<file path="src/rtl/msg_decoder_pkg.sv">
`default_nettype none
// +--------------------------------------------------------------------------+
// | Module   : msg_decoder_pkg                                               |
// | Purpose  : Shared types and constants for the ASCII command decoder:     |
// |            parser state enum, protocol characters, digits per field.     |
// | Revision : 1.0  initial release                                          |
// +--------------------------------------------------------------------------+
package msg_decoder_pkg;

  typedef enum logic [2:0] {
    ST_IDLE = 3'd0,
    ST_ADDR = 3'd1,
    ST_DATA = 3'd2,
    ST_TERM = 3'd3,
    ST_HOLD = 3'd4
  } state_t;

  localparam logic [7:0] c_ascii_r  = 8'h52;  // 'R'
  localparam logic [7:0] c_ascii_w  = 8'h57;  // 'W'
  localparam logic [7:0] c_ascii_cr = 8'h0D;  // '\r'
  localparam logic [7:0] c_ascii_lf = 8'h0A;  // '\n'

  localparam int         c_digits_per_field = 4;
  localparam logic [1:0] c_last_digit       = 2'(c_digits_per_field - 1);

  function automatic logic is_term(input logic [7:0] b);
    return (b == c_ascii_cr) || (b == c_ascii_lf);
  endfunction

endpackage
`default_nettype wire

</file>
<file path="src/rtl/msg_decoder_hex_to_nibble.sv">
`default_nettype none
// +--------------------------------------------------------------------------+
// | Module   : hex_to_nibble                                                 |
// | Purpose  : Combinational ASCII hex digit decoder (0-9, A-F, a-f).        |
// | Ports    : byte_i   - received character                                 |
// |            nibble_o - 4-bit digit value (0 when not a hex digit)         |
// |            valid_o  - high when byte_i is a hex digit                    |
// | Revision : 1.0  initial release                                          |
// +--------------------------------------------------------------------------+
module hex_to_nibble (
  input  logic [7:0] byte_i,
  output logic [3:0] nibble_o,
  output logic       valid_o
);

  always_comb begin
    nibble_o = 4'h0;
    valid_o  = 1'b0;
    if (byte_i >= 8'h30 && byte_i <= 8'h39) begin
      nibble_o = byte_i[3:0];
      valid_o  = 1'b1;
    end else if ((byte_i >= 8'h41 && byte_i <= 8'h46) ||
                 (byte_i >= 8'h61 && byte_i <= 8'h66)) begin
      // 'A'/'a' have low nibble 1, so adding 9 yields 10..15
      nibble_o = byte_i[3:0] + 4'd9;
      valid_o  = 1'b1;
    end
  end

endmodule
`default_nettype wire

</file>
<file path="src/rtl/msg_decoder.sv">
`default_nettype none
// +--------------------------------------------------------------------------+
// | Module   : msg_decoder                                                   |
// | Purpose  : Parses the ASCII read/write protocol from a valid-only byte   |
// |            stream and issues one bus request per well-formed message.    |
// |            "R" + 4 hex addr + CR/LF  -> read                             |
// |            "W" + 4 hex addr + 4 hex data + CR/LF -> write                |
// | Ports    : clk, rst        - clock, synchronous active-high reset        |
// |            axiid, axiiv    - received byte and its one-cycle strobe      |
// |            req_addr/data   - parsed address / write data (0 for reads)   |
// |            req_rw          - 1 = write, 0 = read                         |
// |            req_valid/ready - request handshake                           |
// |            err_count       - saturating malformed-message counter        |
// |                              (only with MSG_DECODER_ERR_CNT_EN defined)  |
// | Revision : 1.0  initial release                                          |
// +--------------------------------------------------------------------------+
module msg_decoder
  import msg_decoder_pkg::*;
#(
  parameter int ADDR_WIDTH = 16,
  parameter int DATA_WIDTH = 16
) (
  input  logic                  clk,
  input  logic                  rst,
  input  logic [7:0]            axiid,
  input  logic                  axiiv,
  input  logic                  req_ready,
  output logic [ADDR_WIDTH-1:0] req_addr,
  output logic [DATA_WIDTH-1:0] req_data,
  output logic                  req_rw,
  output logic                  req_valid
`ifdef MSG_DECODER_ERR_CNT_EN
  ,
  output logic [7:0]            err_count
`endif
);

  state_t                state_q;
  logic [1:0]            cnt_q;
  logic [ADDR_WIDTH-1:0] addr_q;
  logic [DATA_WIDTH-1:0] data_q;
  logic                  rw_q;
  logic                  valid_q;

  logic [3:0]            digit_nibble;
  logic                  digit_valid;

  hex_to_nibble u_hex (
    .byte_i   (axiid),
    .nibble_o (digit_nibble),
    .valid_o  (digit_valid)
  );

  // Address/data registers drive the outputs directly; they only change
  // while parsing, so they are frozen for the whole HOLD phase.
  always_ff @(posedge clk) begin
    if (rst) begin
      state_q <= ST_IDLE;
      cnt_q   <= 2'd0;
      addr_q  <= '0;
      data_q  <= '0;
      rw_q    <= 1'b0;
      valid_q <= 1'b0;
    end else begin
      case (state_q)
        ST_IDLE: begin
          // Anything other than a command letter (e.g. LF after CR) is noise
          if (axiiv && (axiid == c_ascii_r || axiid == c_ascii_w)) begin
            state_q <= ST_ADDR;
            rw_q    <= (axiid == c_ascii_w);
            addr_q  <= '0;
            data_q  <= '0;
            cnt_q   <= 2'd0;
          end
        end
        ST_ADDR: begin
          if (axiiv) begin
            if (digit_valid) begin
              addr_q <= {addr_q[ADDR_WIDTH-5:0], digit_nibble};
              cnt_q  <= cnt_q + 2'd1;
              if (cnt_q == c_last_digit) begin
                state_q <= rw_q ? ST_DATA : ST_TERM;
              end
            end else begin
              state_q <= ST_IDLE;
            end
          end
        end
        ST_DATA: begin
          if (axiiv) begin
            if (digit_valid) begin
              data_q <= {data_q[DATA_WIDTH-5:0], digit_nibble};
              cnt_q  <= cnt_q + 2'd1;
              if (cnt_q == c_last_digit) begin
                state_q <= ST_TERM;
              end
            end else begin
              state_q <= ST_IDLE;
            end
          end
        end
        ST_TERM: begin
          if (axiiv) begin
            if (is_term(axiid)) begin
              state_q <= ST_HOLD;
              valid_q <= 1'b1;
            end else begin
              state_q <= ST_IDLE;
            end
          end
        end
        ST_HOLD: begin
          if (req_ready) begin
            state_q <= ST_IDLE;
            valid_q <= 1'b0;
          end
        end
        default: begin
          state_q <= ST_IDLE;
          valid_q <= 1'b0;
        end
      endcase
    end
  end

  assign req_addr  = addr_q;
  assign req_data  = data_q;
  assign req_rw    = rw_q;
  assign req_valid = valid_q;

`ifdef MSG_DECODER_ERR_CNT_EN
  logic       err_event;
  logic [7:0] err_cnt_q;

  // Any byte seen in HOLD is an error, including one arriving in the same
  // cycle the handshake completes.
  always_comb begin
    err_event = 1'b0;
    if (axiiv) begin
      case (state_q)
        ST_ADDR, ST_DATA: err_event = !digit_valid;
        ST_TERM:          err_event = !is_term(axiid);
        ST_HOLD:          err_event = 1'b1;
        default:          err_event = 1'b0;
      endcase
    end
  end

  always_ff @(posedge clk) begin
    if (rst) begin
      err_cnt_q <= 8'd0;
    end else if (err_event && err_cnt_q != 8'hFF) begin
      err_cnt_q <= err_cnt_q + 8'd1;
    end
  end

  assign err_count = err_cnt_q;
`endif

endmodule
`default_nettype wire

</file>
<file path="config.mk">
export PLATFORM = sky130hd
export DESIGN_NAME = msg_decoder
export DESIGN_NICKNAME = d
export VERILOG_FILES = /design/src/rtl/msg_decoder_pkg.sv /design/src/rtl/msg_decoder_hex_to_nibble.sv /design/src/rtl/msg_decoder.sv
export SDC_FILE = /design/constraint.sdc
export NUM_CORES = 1
export LEC_CHECK = 0
export CAP_MARGIN = 20
export CORE_MARGIN = 8
export CORE_UTILIZATION = 46
export CTS_BUF_LIST = sky130_fd_sc_hd__clkbuf_2
export DETAILED_ROUTE_END_ITERATION = 6
export GPL_ROUTABILITY_DRIVEN = 0
export MAX_ROUTING_LAYER = met4
export PLACE_DENSITY_LB_ADDON = 0.3
export SKIP_LAST_GASP = 1
export SLEW_MARGIN = 40
export SYNTH_ARGS = -nofsm -noshare
export SYNTH_HDL_FRONTEND = slang
export SYNTH_SLANG_ARGS = --single-unit
</file>
<file path="constraint.sdc">
create_clock -name clk -period 1.8 [get_ports clk]
set_clock_uncertainty 0.05 [all_clocks]
set_input_delay 0.18 -clock clk [delete_from_list [all_inputs] [get_ports clk]]
set_output_delay 0.18 -clock clk [all_outputs]
set_load 0.01 [all_outputs]
</file>
==> flow_summary.rst <==
.. list-table::
   :header-rows: 1

   * - Metric
     - Value
   * - Placed Cells
     - 346
   * - # DRC
     - 0
   * - Initial core utilization
     - 48.2%
   * - Crit path kind
     - input port to flop
   * - Final setup fails
     - 0
   * - Total Nets Final
     - 327
   * - Number of instances in the synthesized netlist
     - 228
   * - Number of slew-limit violations in the final report
     - 0
   * - Boundary Pins
     - 46
   * - Multi-input gate area
     - 0.00109 mm2
   * - Share of synthesized area occupied by flip-flops and latches
     - 39.9%
   * - DRC marker count from the first detailed-route iteration
     - 145
   * - Die Outline Area
     - 0.00659 mm2
   * - Number of fill cells in the layout
     - 338
   * - Detailed placer's ending HPWL
     - 3.84 mm
   * - Syn nets
     - 245
   * - Slew at the pin closest to its max-slew limit
     - 0.374 ns
   * - Count of final hold-check violations
     - 0
   * - Net Switching
     - 389 uW
   * - Cell internal power dissipation
     - 1190 uW
   * - Core area
     - 0.00406 mm2
   * - Wire length of the first global-routing pass
     - 9.08 mm
   * - Synthesized area divided by synthesized cell count
     - 8.57 um2
   * - Proportion of power drawn by combinational gates
     - 10.8%
   * - Die Y-Extent
     - 81.2 um
   * - # port buffers
     - 45
   * - Htree depth
     - 2
   * - Share of the clock period used by the worst path after layout
     - 97.0%
   * - Average detailed-routed wire length per instance
     - 15.1 um
   * - Max-Cap Viols
     - 0
   * - P&R area growth vs syn
     - 46.7%
   * - Root buffer cell
     - sky130_fd_sc_hd__clkbuf_2
   * - Number of routed nets with antenna violations
     - 0
   * - Hold-fix buffer count after cts
     - 0
   * - Post-layout instance area
     - 0.00287 mm2
   * - Clock tree from TritonCTS
     - done
   * - Vias in the first global route
     - 2,012
   * - Switching part of the total power
     - 24.7%
   * - Count of vias placed by the detailed router
     - 2,006
   * - Die X-Extent
     - 81.2 um
   * - Antenna diode instance count
     - 0
   * - Remaining global-route overflow
     - 0
   * - Number of enable-type register cells in the synthesized netlist
     - 0
   * - Post-synthesis cell area
     - 0.00195 mm2
   * - Final wirelength
     - 5.45 mm
   * - Proportion of register bits with asynchronous set or reset after synthesis
     - 0%
   * - Final period demand of the worst path
     - 1.75 ns
   * - Most common flop cell mapped by yosys
     - sky130_fd_sc_hd__dfxtp_1
   * - Max-slew headroom
     - 75.0%
   * - Synth Register Bits
     - 39
   * - Share of the core filled with cells
     - 70.6%
   * - Achievable frequency
     - 573 MHz
   * - Path class of the lowest-slack min-delay path
     - input port to flop
   * - Distinct cell type count after synthesis
     - 47
   * - Clk Latency, worst-skew pair
     - 0.39 ns
   * - Total Neg Setup Slack
     - 0 ns
   * - Number of warning messages in the yosys log
     - 0
   * - Maximum ir drop on the vdd rail
     - 0.345 mV
   * - Fin cells
     - 361
   * - Clock Tree Buf Depth
     - 2
   * - Placed cell areas
     - 0.00268 mm2
   * - Share of post-route cells with drive strength above 1
     - 24.1%
   * - Outcome
     - finished clean
   * - Relative contribution of the clock network to total power
     - 34.3%
   * - First-pass iteration count of the detailed router
     - 4
   * - Maximum net fanout on the critical path
     - 5
   * - CP endpoint kind
     - flop
   * - Launching element type of the critical path
     - input port
   * - Fraction of power consumed by sequential logic
     - 54.9%
   * - Register cell area after layout
     - 781 um2
   * - Critical path data required time
     - 2.08 ns
   * - Antenna violations before repair
     - 0
   * - Per-cell via count in the routed design
     - 5.56
   * - Clock slew at reported path FFs
     - 0.21 ns
   * - Pin count of the biggest net entering global routing
     - 45
   * - Number of clock sinks
     - 39
   * - Arr. time, crit path
     - 2.02 ns
   * - Static power due to leakage
     - 0.00106 uW
   * - CTS buffer count
     - 5
   * - Power per cell area
     - 550 mW/mm2
   * - Std cell rows
     - 23
   * - Global-route usage over all layers
     - 17.6%
-- cell families (layout without fill, tap and decap cells) --
family / Yosys count / count (layout) / synth area share (%)
and+or+nand+nor: 86 / 86 / 23.7
AOI/OAI and AO/OA: 69 / 69 / 23.8
DFF: 39 / 39 / 39.9
buffers and inverters: 24 / 107 / 6.85
adders and majority gates: 5 / 5 / 3.20
muxes: 4 / 4 / 2.11
xor gates and xnor gates: 1 / 1 / 0.448
-- worst max-delay path, stage by stage --
cell and delay, ns:
sky130_fd_sc_hd__clkdlybuf4s50_1 0.45, sky130_fd_sc_hd__o21bai_2 0.24, sky130_fd_sc_hd__a2111oi_4 0.38, sky130_fd_sc_hd__buf_4 0.20
sky130_fd_sc_hd__o211ai_1 0.16, sky130_fd_sc_hd__or2_0 0.26, sky130_fd_sc_hd__a21oi_1 0.15
-- cell type report --
cell class	instances	share of cell area, %
Timing Repair Buffer	91	29.0
Clock buffer	5	0.873
Clock inverter	3	1.53
Tap cell	50	2.18
Sequential cell	39	27.2
Multi-Input combinational cell	165	38.1
Inverter	8	1.05
-- through the flow --
stage | power (uW) | hold slack, ns | setup WS, ns
after floorplan | 951 | 0.284 | 0.00116
after global placement | 1040 | 0.405 | -0.542
after detailed placement | 1040 | 0.412 | -0.632
after CTS | 1580 | 0.375 | 0.0489
after global routing | 1640 | 0.451 | -0.00797
final | 1580 | 0.383 | 0.0540
-- metal layers --
metal | part of all wire [%] | global-route usage [%] | up-vias
li1 | - | - | 1003
met1 | 44 | 20.1 | 938
met2 | 49 | 29.5 | 56
met3 | 5.6 | 4.19 | 9
met4 | 1.7 | 5.89 | 0
met5 | 0 | - | -
-- final timing paths --
| check | start | endpoint | slack [ns] | depth (start not counted) |
|---|---|---|---|---|
| worst min register to register | req_data[13] | req_data[13] | 0.43 | 2 |
| worst max-delay path | axiid[2] | cnt_q[0] | 0.05 | 7 |
| worst max register to register | state_q[1] | req_addr[5] | 0.13 | 7 |
| worst min-delay path | axiid[4] | req_valid | 0.38 | 7 |
-- cells in the final DEF, fill, tap and decap left out, types with 4 or more instances in the layout --
cell / instances
sky130_fd_sc_hd__clkbuf_2: 5
sky130_fd_sc_hd__a21oi_1: 35
sky130_fd_sc_hd__o21ai_0: 16
sky130_fd_sc_hd__nor3_1: 4
sky130_fd_sc_hd__inv_1: 6
sky130_fd_sc_hd__nand2_1: 16
sky130_fd_sc_hd__nand3_1: 31
sky130_fd_sc_hd__dlygate4sd2_1: 6
sky130_fd_sc_hd__clkdlybuf4s50_1: 39
sky130_fd_sc_hd__nor2_1: 7
sky130_fd_sc_hd__buf_6: 5
sky130_fd_sc_hd__dfxtp_1: 39
sky130_fd_sc_hd__buf_4: 39
sky130_fd_sc_hd__nand2b_1: 4
-- synth_stat cells, types with 2 or more instances --
library cell	n	area [um2]
sky130_fd_sc_hd__nand4_1	3	18.8
sky130_fd_sc_hd__nor3_1	5	25.0
sky130_fd_sc_hd__ha_1	5	62.6
sky130_fd_sc_hd__dfxtp_1	39	781
sky130_fd_sc_hd__nand3b_1	3	22.5
sky130_fd_sc_hd__and4_1	2	17.5
sky130_fd_sc_hd__mux2i_1	3	30.0
sky130_fd_sc_hd__nand3_1	31	155
sky130_fd_sc_hd__inv_1	8	30.0
sky130_fd_sc_hd__buf_6	3	33.8
sky130_fd_sc_hd__o41ai_2	2	32.5
sky130_fd_sc_hd__nand4b_1	2	17.5
sky130_fd_sc_hd__nand2b_1	4	25.0
sky130_fd_sc_hd__nor2_1	8	30.0
sky130_fd_sc_hd__nor3b_1	2	15.0
sky130_fd_sc_hd__nand2_1	16	60.1
sky130_fd_sc_hd__clkbuf_1	9	33.8
sky130_fd_sc_hd__o21ai_0	16	80.1
sky130_fd_sc_hd__o211ai_1	3	22.5
sky130_fd_sc_hd__a21oi_1	35	175
sky130_fd_sc_hd__o32ai_1	3	26.3
-- registers in the layout, indices dropped and copies added (netlist names) --
signal,count
state_q,3
req_valid,1
req_rw,1
cnt_q,2
req_data,16
req_addr,16
-- what timing repair did --
item                       in CTS  in global routing
setup endpoints to repair      36                  1
cloned                          1                  0
gates resized for setup        27                  0
pin swaps                      11                  2
setup buffers                   4                  2
-- power groups by stage --
| stage | Combinational (uW) | Sequential [uW] | Clock (uW) |
|---|---|---|---|
| floorplan | 68.4 | 882 | 0 |
| global placement | 153 | 882 | 0 |
| detailed placement | 155 | 882 | 0 |
| CTS | 166 | 866 | 552 |
| global route | 184 | 867 | 588 |
| finish | 170 | 866 | 540 |
No activity file was read; power rests on OpenSTA's default activity.
